File: config.mk
export PLATFORM = sky130hd
export DESIGN_NAME = pipeline_hazard_ctrl
export DESIGN_NICKNAME = d
export VERILOG_FILES = /design/src/rtl/pipeline_hazard_ctrl.sv
export SDC_FILE = /design/constraint.sdc
export NUM_CORES = 1
export LEC_CHECK = 0
export ABC_CLOCK_PERIOD_IN_PS = 3000
export CAP_MARGIN = 20
export CELL_PAD_IN_SITES_DETAIL_PLACEMENT = 1
export CELL_PAD_IN_SITES_GLOBAL_PLACEMENT = 1
export CORE_MARGIN = 10
export CORE_UTILIZATION = 35
export DETAILED_ROUTE_END_ITERATION = 10
export PLACE_DENSITY = 0.86
export SLEW_MARGIN = 20
export SYNTH_ARGS = -nofsm -noshare
export SYNTH_HDL_FRONTEND = slang
export SYNTH_SLANG_ARGS = --single-unit
File: constraint.sdc
create_clock -name clk -period 3 [get_ports clk]
set_input_delay 0.6 -clock clk [delete_from_list [all_inputs] [get_ports clk]]
set_output_delay 0.6 -clock clk [all_outputs]
set_load 0.005 [all_outputs]
File: src/rtl/pipeline_hazard_ctrl.sv
// ----------------------------------------------------------------------------
// pipeline_hazard_ctrl
// Central stall/flush sequencer for a 5-stage pipeline (IF/ID/EX/MEM/WB).
// Resolves load-use hazards, taken-branch flushes resolved in ID and
// multi-cycle data-memory waits. It also keeps a saturating count of stalled
// cycles and a sticky memory-timeout error.
//
// Ports
//   clk               in   clock, rising edge
//   rst               in   synchronous, active-high reset
//   i_id_rs/i_id_rt   in   source register fields of the instruction in ID
//   i_id_uses_rt      in   ID instruction reads rt
//   i_id_branch_taken in   branch in ID resolved taken
//   i_ex_mem_read     in   instruction in EX is a load
//   i_ex_dest         in   destination register of the instruction in EX
//   i_mem_access      in   instruction in MEM is a load/store
//   i_dmem_ready      in   data memory completes its access this cycle
//   o_pc_write        out  PC may update
//   o_ifid_write      out  IF/ID may load
//   o_ifid_flush      out  IF/ID loads a NOP
//   o_idex_flush      out  ID/EX loads a bubble
//   o_exmem_hold      out  EX/MEM keeps its contents
//   o_memwb_bubble    out  MEM/WB loads writeBack=0, memRead=0
//   o_busy            out  controller is waiting on data memory
//   o_err             out  sticky memory-timeout flag
//   o_stall_cycles    out  saturating count of cycles with pc_write=0
// The control outputs are combinational on state and inputs, so they act in
// the same cycle. All outputs are forced to 0 while rst is high.
// ----------------------------------------------------------------------------
module pipeline_hazard_ctrl #(
    parameter int MEM_TIMEOUT = 15,
    parameter int CNT_W       = 16
) (
    input  logic             clk,
    input  logic             rst,
    input  logic [4:0]       i_id_rs,
    input  logic [4:0]       i_id_rt,
    input  logic             i_id_uses_rt,
    input  logic             i_id_branch_taken,
    input  logic             i_ex_mem_read,
    input  logic [4:0]       i_ex_dest,
    input  logic             i_mem_access,
    input  logic             i_dmem_ready,
    output logic             o_pc_write,
    output logic             o_ifid_write,
    output logic             o_ifid_flush,
    output logic             o_idex_flush,
    output logic             o_exmem_hold,
    output logic             o_memwb_bubble,
    output logic             o_busy,
    output logic             o_err,
    output logic [CNT_W-1:0] o_stall_cycles
);

    typedef enum logic [1:0] {
        ST_RUN      = 2'd0,
        ST_MEM_WAIT = 2'd1,
        ST_ERR      = 2'd2
    } state_t;

    // wait_cnt only ever holds 0 .. MEM_TIMEOUT-1
    localparam int               WC_W    = (MEM_TIMEOUT > 1) ? $clog2(MEM_TIMEOUT) : 1;
    localparam logic [WC_W-1:0]  WC_LAST = WC_W'(MEM_TIMEOUT - 1);
    localparam logic [CNT_W-1:0] CNT_MAX = {CNT_W{1'b1}};

    state_t            r_state;
    state_t            w_state_next;
    logic [WC_W-1:0]   r_wait_cnt;
    logic [WC_W-1:0]   w_wait_next;
    logic              r_err;
    logic              w_err_next;
    logic [CNT_W-1:0]  r_stall_cycles;

    logic w_memstall;
    logic w_loaduse;
    logic w_pc_write;
    logic w_ifid_write;
    logic w_ifid_flush;
    logic w_idex_flush;
    logic w_exmem_hold;
    logic w_memwb_bubble;
    logic w_busy;

    // A load targeting $0 never produces a hazard
    assign w_memstall = i_mem_access & ~i_dmem_ready;
    assign w_loaduse  = i_ex_mem_read & (i_ex_dest != 5'd0) &
                        ((i_ex_dest == i_id_rs) | (i_id_uses_rt & (i_ex_dest == i_id_rt)));

    // Next-state and Mealy control outputs; priority ERR > memstall > loaduse > branch
    always_comb begin
        w_state_next   = r_state;
        w_wait_next    = r_wait_cnt;
        w_err_next     = r_err;
        w_pc_write     = 1'b1;
        w_ifid_write   = 1'b1;
        w_ifid_flush   = 1'b0;
        w_idex_flush   = 1'b0;
        w_exmem_hold   = 1'b0;
        w_memwb_bubble = 1'b0;
        w_busy         = (r_state == ST_MEM_WAIT);
        case (r_state)
            ST_ERR: begin
                // Frozen until reset; dmem_ready is deliberately ignored
                w_pc_write     = 1'b0;
                w_ifid_write   = 1'b0;
                w_exmem_hold   = 1'b1;
                w_memwb_bubble = 1'b1;
                w_err_next     = 1'b1;
            end
            ST_RUN, ST_MEM_WAIT: begin
                if (w_memstall) begin
                    w_pc_write     = 1'b0;
                    w_ifid_write   = 1'b0;
                    w_exmem_hold   = 1'b1;
                    w_memwb_bubble = 1'b1;
                    // wait_cnt is 0 in RUN, so MEM_TIMEOUT=1 errors on the first stall
                    if (r_wait_cnt == WC_LAST) begin
                        w_state_next = ST_ERR;
                        w_wait_next  = {WC_W{1'b0}};
                        w_err_next   = 1'b1;
                    end else begin
                        w_state_next = ST_MEM_WAIT;
                        w_wait_next  = r_wait_cnt + WC_W'(1);
                    end
                end else begin
                    // Release (or normal run): frozen ID inputs are evaluated now
                    w_state_next = ST_RUN;
                    w_wait_next  = {WC_W{1'b0}};
                    if (w_loaduse) begin
                        // Branch operands are stale, so a taken branch is ignored
                        w_pc_write   = 1'b0;
                        w_ifid_write = 1'b0;
                        w_idex_flush = 1'b1;
                    end else if (i_id_branch_taken) begin
                        w_ifid_flush = 1'b1;
                    end else begin
                        w_ifid_flush = 1'b0;
                    end
                end
            end
            default: begin
                w_state_next   = ST_RUN;
                w_wait_next    = {WC_W{1'b0}};
                w_pc_write     = 1'b0;
                w_ifid_write   = 1'b0;
                w_exmem_hold   = 1'b1;
                w_memwb_bubble = 1'b1;
                w_busy         = 1'b0;
            end
        endcase
        if (rst) begin
            w_pc_write     = 1'b0;
            w_ifid_write   = 1'b0;
            w_ifid_flush   = 1'b0;
            w_idex_flush   = 1'b0;
            w_exmem_hold   = 1'b0;
            w_memwb_bubble = 1'b0;
            w_busy         = 1'b0;
        end else begin
            w_busy = w_busy;
        end
    end

    // State, wait counter and sticky error registers
    always_ff @(posedge clk) begin
        if (rst) begin
            r_state    <= ST_RUN;
            r_wait_cnt <= {WC_W{1'b0}};
            r_err      <= 1'b0;
        end else begin
            r_state    <= w_state_next;
            r_wait_cnt <= w_wait_next;
            r_err      <= w_err_next;
        end
    end

    // Saturating count of cycles in which the PC was held
    always_ff @(posedge clk) begin
        if (rst) begin
            r_stall_cycles <= {CNT_W{1'b0}};
        end else if (!w_pc_write && (r_stall_cycles != CNT_MAX)) begin
            r_stall_cycles <= r_stall_cycles + CNT_W'(1);
        end
    end

    assign o_pc_write     = w_pc_write;
    assign o_ifid_write   = w_ifid_write;
    assign o_ifid_flush   = w_ifid_flush;
    assign o_idex_flush   = w_idex_flush;
    assign o_exmem_hold   = w_exmem_hold;
    assign o_memwb_bubble = w_memwb_bubble;
    assign o_busy         = w_busy;
    assign o_err          = rst ? 1'b0 : r_err;
    assign o_stall_cycles = rst ? {CNT_W{1'b0}} : r_stall_cycles;

endmodule
==> Word level (Yosys, flattened, before mapping) <==
Cells that the tools add are included.
Widths: inputs -> output; s select.
{ "word_totals": {"ff_bits": 23, "latch_bits": 0, "ram_bits": 0, "mem_bits_ro": 0, "inputBits": 22, "out_inout_bits": 24, "word_cells": 57, "mem_count": 0} }
{ "classes": {"addsub": 2, "multipliers": 0, "n_div": 0, "order_cmp": 0, "n_eq_ne": 8, "n_shift": 0, "mux": 29, "bitwise_logic": 6, "n_reduce_logical": 8} }
{ "op_table": {"columns": ["operator", "n"], "rows": [
  ["$mux 1", 21],
  ["$add 16x1->16 const B", 1],
  ["$mux 16", 1],
  ["$ne 16x16->1 const B", 1],
  ["$eq 5x5->1", 2],
  ["$mux 4", 2],
  ["$pmux 4 s2", 1],
  ["$reduce_bool 5->1", 1],
  ["$add 4x1->4 const B", 1],
  ["$and 1x1->1", 4],
  ["$eq 4x4->1 const B", 1],
  ["$mux 2", 2],
  ["$ne 2x2->1 const B", 2],
  ["$pmux 2 s2", 1],
  ["$reduce_and 3->1", 1],
  ["$reduce_or 3->1", 1],
  ["$eq 2x1->1 const B", 1],
  ["$eq 2x2->1 const B", 1],
  ["$logic_not 2->1", 1],
  ["$pmux 1 s2", 1],
  ["$reduce_bool 2->1", 1],
  ["$reduce_or 2->1", 1],
  ["$logic_and 1x1->1", 1],
  ["$logic_not 1->1", 1],
  ["2 further kinds", 2]
]} }

==> Longest topological paths before layout <==
Gate-level depths: netlist of run 1.
{ "logic_depth": {"word_depth": 10, "mapped_depth": 7, "ltp_nobuf": 7} }

==> Worst setup path before layout of run 1 <==
OpenSTA, ideal clock, no wires.
{ "synth_path": {"kind": "in2out", "from": "input port i_ex_dest[1]", "to": "output port o_ifid_flush", "arrival_ps": 1865, "required_ps": 2400, "slack_ps": 535, "stages": 6, "n_path_buf": 1, "path_cell_list": "or4_1 > o21ai_2 > inv_1 > a21boi_2 > buf_6 > and2_1"} }
{ "synth_via": {"elab_chain_cells": 8, "word_cells_on_any_way": 11, "cone_classes": "eq/ne (2); mux (4); bitwise (4); reduce/logical (1)"} }
{ "synth_lines": {"columns": ["element", "line", "source"], "rows": [
  ["start, declared", "41", "input logic [4:0] i_ex_dest,"],
  ["$eq 5x5->1", "87", "((i_ex_dest == i_id_rs) | (i_id_uses_rt & (i_ex_dest == i_id_rt)));"],
  ["$and 1x1->1", "87", null],
  ["$or 1x1->1", "87", null],
  ["$and 1x1->1 (*)", "86", "assign w_loaduse = i_ex_mem_read & (i_ex_dest != 5'd0) &"],
  ["$mux 1 (*)", "129", "if (w_loaduse) begin"],
  ["$mux 1 (*)", "111", "if (w_memstall) begin"],
  ["$mux 1 (*)", "101", "case (r_state)"],
  ["$mux 1 (*)", "151", "if (rst) begin"],
  ["end, declared", "46", "output logic o_ifid_flush,"]
]} }
Mark *: on every way between the ends. The rest lies on a longest branch, timed or not.

==> Worst setup path after layout of run 1 <==
{ "layout_path": {"from": "input port i_ex_dest[2]", "to": "output port o_ifid_flush"} }
The elaborated chain is that of the path after synthesis.

==> results of run 1 <==
## cell families (layout without fill, tap and decap cells)
group	Yosys count	count (layout)	share of synthesized area
flops	23	23	0.322
buf+inv	10	66	0.0367
simple gates	94	94	0.369
xor+xnor	13	13	0.0795
compound gates	27	27	0.128
mux	5	5	0.0385
fa+ha+maj	3	3	0.0262
## how the worst max path moves through the flow
stage	slack (ns)	start	cells after the start	endpoint
after floorplan	0.54	i_ex_dest[1]	6	o_ifid_flush
after global routing	0.03	i_ex_dest[2]	8	o_ifid_flush
after global placement	-0.26	i_ex_dest[1]	7	o_ifid_flush
after detailed placement	-0.30	i_ex_dest[1]	7	o_ifid_flush
final	0.10	i_ex_dest[2]	8	o_ifid_flush
after CTS	0.003	i_ex_dest[2]	8	o_ifid_flush
## worst register-to-register path, stage by stage, from the launching register on
cell      delay (ns)
dfxtp_1         0.40
nor3_1          0.13
a21boi_2        0.19
buf_4           0.15
buf_4           0.12
buf_4           0.16
nor4b_1         0.35
mux2_2          0.38
## sequential cells by signal, summed over array words and instances (netlist names)
| register | count |
|---|---|
| r_err | 1 |
| r_stall_cycles | 16 |
| r_state | 2 |
| r_wait_cnt | 4 |
## stage by stage
| stage | setup TNS [ns] | hold slack (ns) | util | std cells | setup slack, ns |
|---|---|---|---|---|---|
| 2_1_floorplan | 0 | 0.470 | - | 175 | 0.535 |
| 3_3_place_gp | -0.588 | 0.491 | 0.498 | 273 | -0.261 |
| 3_5_place_dp | -0.702 | 0.506 | 0.498 | 273 | -0.301 |
| 4_1_cts | 0 | 0.519 | 0.515 | 280 | 0.00268 |
| 5_1_grt | 0 | 0.537 | 0.520 | 281 | 0.0287 |
| 6_report | 0 | 0.515 | 0.520 | 281 | 0.103 |
## layer usage
metal	track usage	wire length (µm)	vias to the layer above
met5	0	0	-
met4	0.0548	77	0
met3	0.0254	147	5
met2	0.229	2250	26
met1	0.132	1870	694
li1	-	-	732
## cell type report
cell class / instances / area share
Tap cell: 50 / 0.0303
Clock inverter: 1 / 0.00242
Timing Repair Buffer: 59 / 0.269
Multi-Input combinational cell: 142 / 0.450
Inverter: 3 / 0.00545
Sequential cell: 23 / 0.223
Clock buffer: 3 / 0.0200
## power groups by stage
stage	Sequential (mW)	Combinational, mW	Clock [mW]
2_1_floorplan	0.322	0.0556	0
3_3_place_gp	0.323	0.115	0
3_5_place_dp	0.324	0.119	0
4_1_cts	0.317	0.122	0.213
5_1_grt	0.318	0.135	0.224
6_report	0.317	0.124	0.202
## repair_timing
item                                    CTS  global route
gates resized for setup                   8             4
cloned                                    0             0
pin swaps                                 3             3
endpoints found under the setup margin    4             1
hold buffers                              0             0
buffers inserted                          3             1
## layout by cell type (no fill, tap or decap), types with 3 or more instances in the layout
master,instances
a21oi_1,11
o21ai_0,7
or4_1,4
clkbuf_8,3
nor2_1,21
xnor2_1,11
dfxtp_1,23
buf_4,14
nand4_1,5
nand2_1,9
clkdlybuf4s50_1,38
nor3_1,3
or3_1,7
ha_1,3
nor2b_1,20
dlygate4sd2_1,4
nand3_1,9
==> flow_summary_export.csv, run 1 <==
group,metric,value,unit
outcome,status,"completed",
hold_path,min_to,"r_stall_cycles[14]",
clocking,cts_buffers,3,
power,intPower,0.474,mW
grt,overflow,0,
clocking,path_clk_slew,0.08,ns
worst_setup_path,rr_worst_depth,7,
synth,synth_edf_count,0,
grt,grt_pass1_wl,7420,µm
final_layout,syn2layout_area_growth,44.4,%
detailed_routing,drc,0,
synth,yosysTopAreaCell,"dfxtp_1",
floorplanning,rows,23,
floorplanning,fp.coreArea,3970,µm²
synth,yosys-top-cells-count,"23 x dfxtp_1, 21 x nor2_1, 20 x nor2b_1",
detailed_routing,routed_wl,4340,µm
synth,synth_cells,175,
floorplanning,dieArea,7050,µm²
clocking,cts_tree,"done",
sta,maxSlewViolCount,0,
final_layout,final_nets,257,
worst_setup_path,r2r_slack,1.02,ns
synth,avgSynthCellArea,8.18,µm²
clocking,clock_path_buffers,2,
power,netSwitchingPower,0.168,mW
floorplanning,initial_core_util,0.360,
floorplanning,die_w,84.0,µm
synth,synth.yosys.seq_area_share,0.322,
hold_path,hold_path.class,"reg -> reg",
power,switching_share,0.262,
grt,grt_antenna_before_repair,0,
hold_path,holdPathStages,1,
worst_setup_path,critPathLaunchType,"input pin",
synth,yosysMostFrequentCell,"dfxtp_1",
power,power.leakage,0.771,nW
synth,synth_flop_cell,"dfxtp_1",
power,p_per_area,311,nW/µm²
worst_setup_path,crit_chain,"clkdlybuf4s50_1, or4_4, o21ai_4, inv_2, a21boi_2, buf_4, and2_1, clkdlybuf4s15_2",
clocking,root_buffer,"clkbuf_8",
sta,hold_viol,0,
power,combPwrFrac,0.192,
detailed_routing,num_vias,1457,
worst_setup_path,endpoint_kind,"output pin",
final_layout,stdcell_area,2070,µm²
power,clockPowerShare,0.315,
detailed_routing,dr.pass1.iters,4,
final_layout,drive_gt1_frac,0.139,
worst_setup_path,timing.rr.start,"r_state[1]",
sta,rsz0062_at_grt,"false",
clocking,insertion_delay,0.27,ns
place,routabilityCongestion,0.754,
sta,clock.fmax,0.345,GHz
place,placed_area,1980,µm²
power,total_power,0.642,mW
worst_setup_path,worstPathMaxFanout,2,
synth,ys_ff_latch,23,
synth,syn-cell-area,1430,µm²
worst_setup_path,crit_buf_inv,4,
worst_setup_path,reg2reg_to,"r_stall_cycles[8]",
hold_path,min_from,"r_stall_cycles[14]",
detailed_routing,antenna_left,0,
sta,relSlewSlack,0.673,
detailed_routing,wl_per_cell,15.5,µm
floorplanning,fp.dieH,84.0,µm
synth,syn_nets,200,
final_layout,antennaDiodeCount,0,
sta,timing.final.crit_share,0.966,
grt,track_usage,0.125,
worst_setup_path,crit_type,"in -> out",
worst_setup_path,slowest_delay,0.44,ns
sta,fin_worst_skew,0.00163,ns
synth,synth.area.top_cells,"dfxtp_1 32%, nor2b_1 8.7%, xnor2_1 6.7%, nor2_1 5.5%, a21oi_1 3.8%",
final_layout,multi_input_comb_area,930,µm²
worst_setup_path,crit_arrival,2.30,ns
detailed_routing,viasPerCell,5.19,
power,p_seq_frac,0.493,
synth,yosys_warnings,0,
worst_setup_path,worstPathRequired,2.40,ns
grt,grt_pass1_vias,1551,
final_layout,n_fill_cell,483,
sta,setup_viol,0,
clocking,cts.sinks,23,
sta,post-route-min-period,2.90,ns
clocking,cts_max_level,1,
final_layout,register_area,460,µm²
detailed_routing,drt-initial-drc-count,74,
worst_setup_path,cp_slowest_cell,"or4_4",
synth,ys_async_sr_fraction,0,
grt,grt_max_degree,42,
floorplanning,ios,46,
synth,ys_types,40,
job,max_cap_violations,0,
synth,synth.top_cell.area_share,0.322,
power,ir_drop,0.000195,V
place,place_hpwl,3340,µm
worst_setup_path,cp_top_family,"buffers and inverters",
place,io_buffers,45,
sta,worstMarginPinSlew,0.486,ns
Power figures use the tool's default switching activity.
==> run 2: changes to the inputs <==
--- a/config.mk
+++ b/config.mk
@@ -11,6 +11,7 @@
 export CELL_PAD_IN_SITES_GLOBAL_PLACEMENT = 1
 export CORE_MARGIN = 10
 export CORE_UTILIZATION = 35
+export CTS_CLUSTER_DIAMETER = 50
 export DETAILED_ROUTE_END_ITERATION = 10
 export PLACE_DENSITY = 0.86
 export SLEW_MARGIN = 20
==> results of run 2 <==
The final DEF is identical to that of run 1; final timing and power are the same.
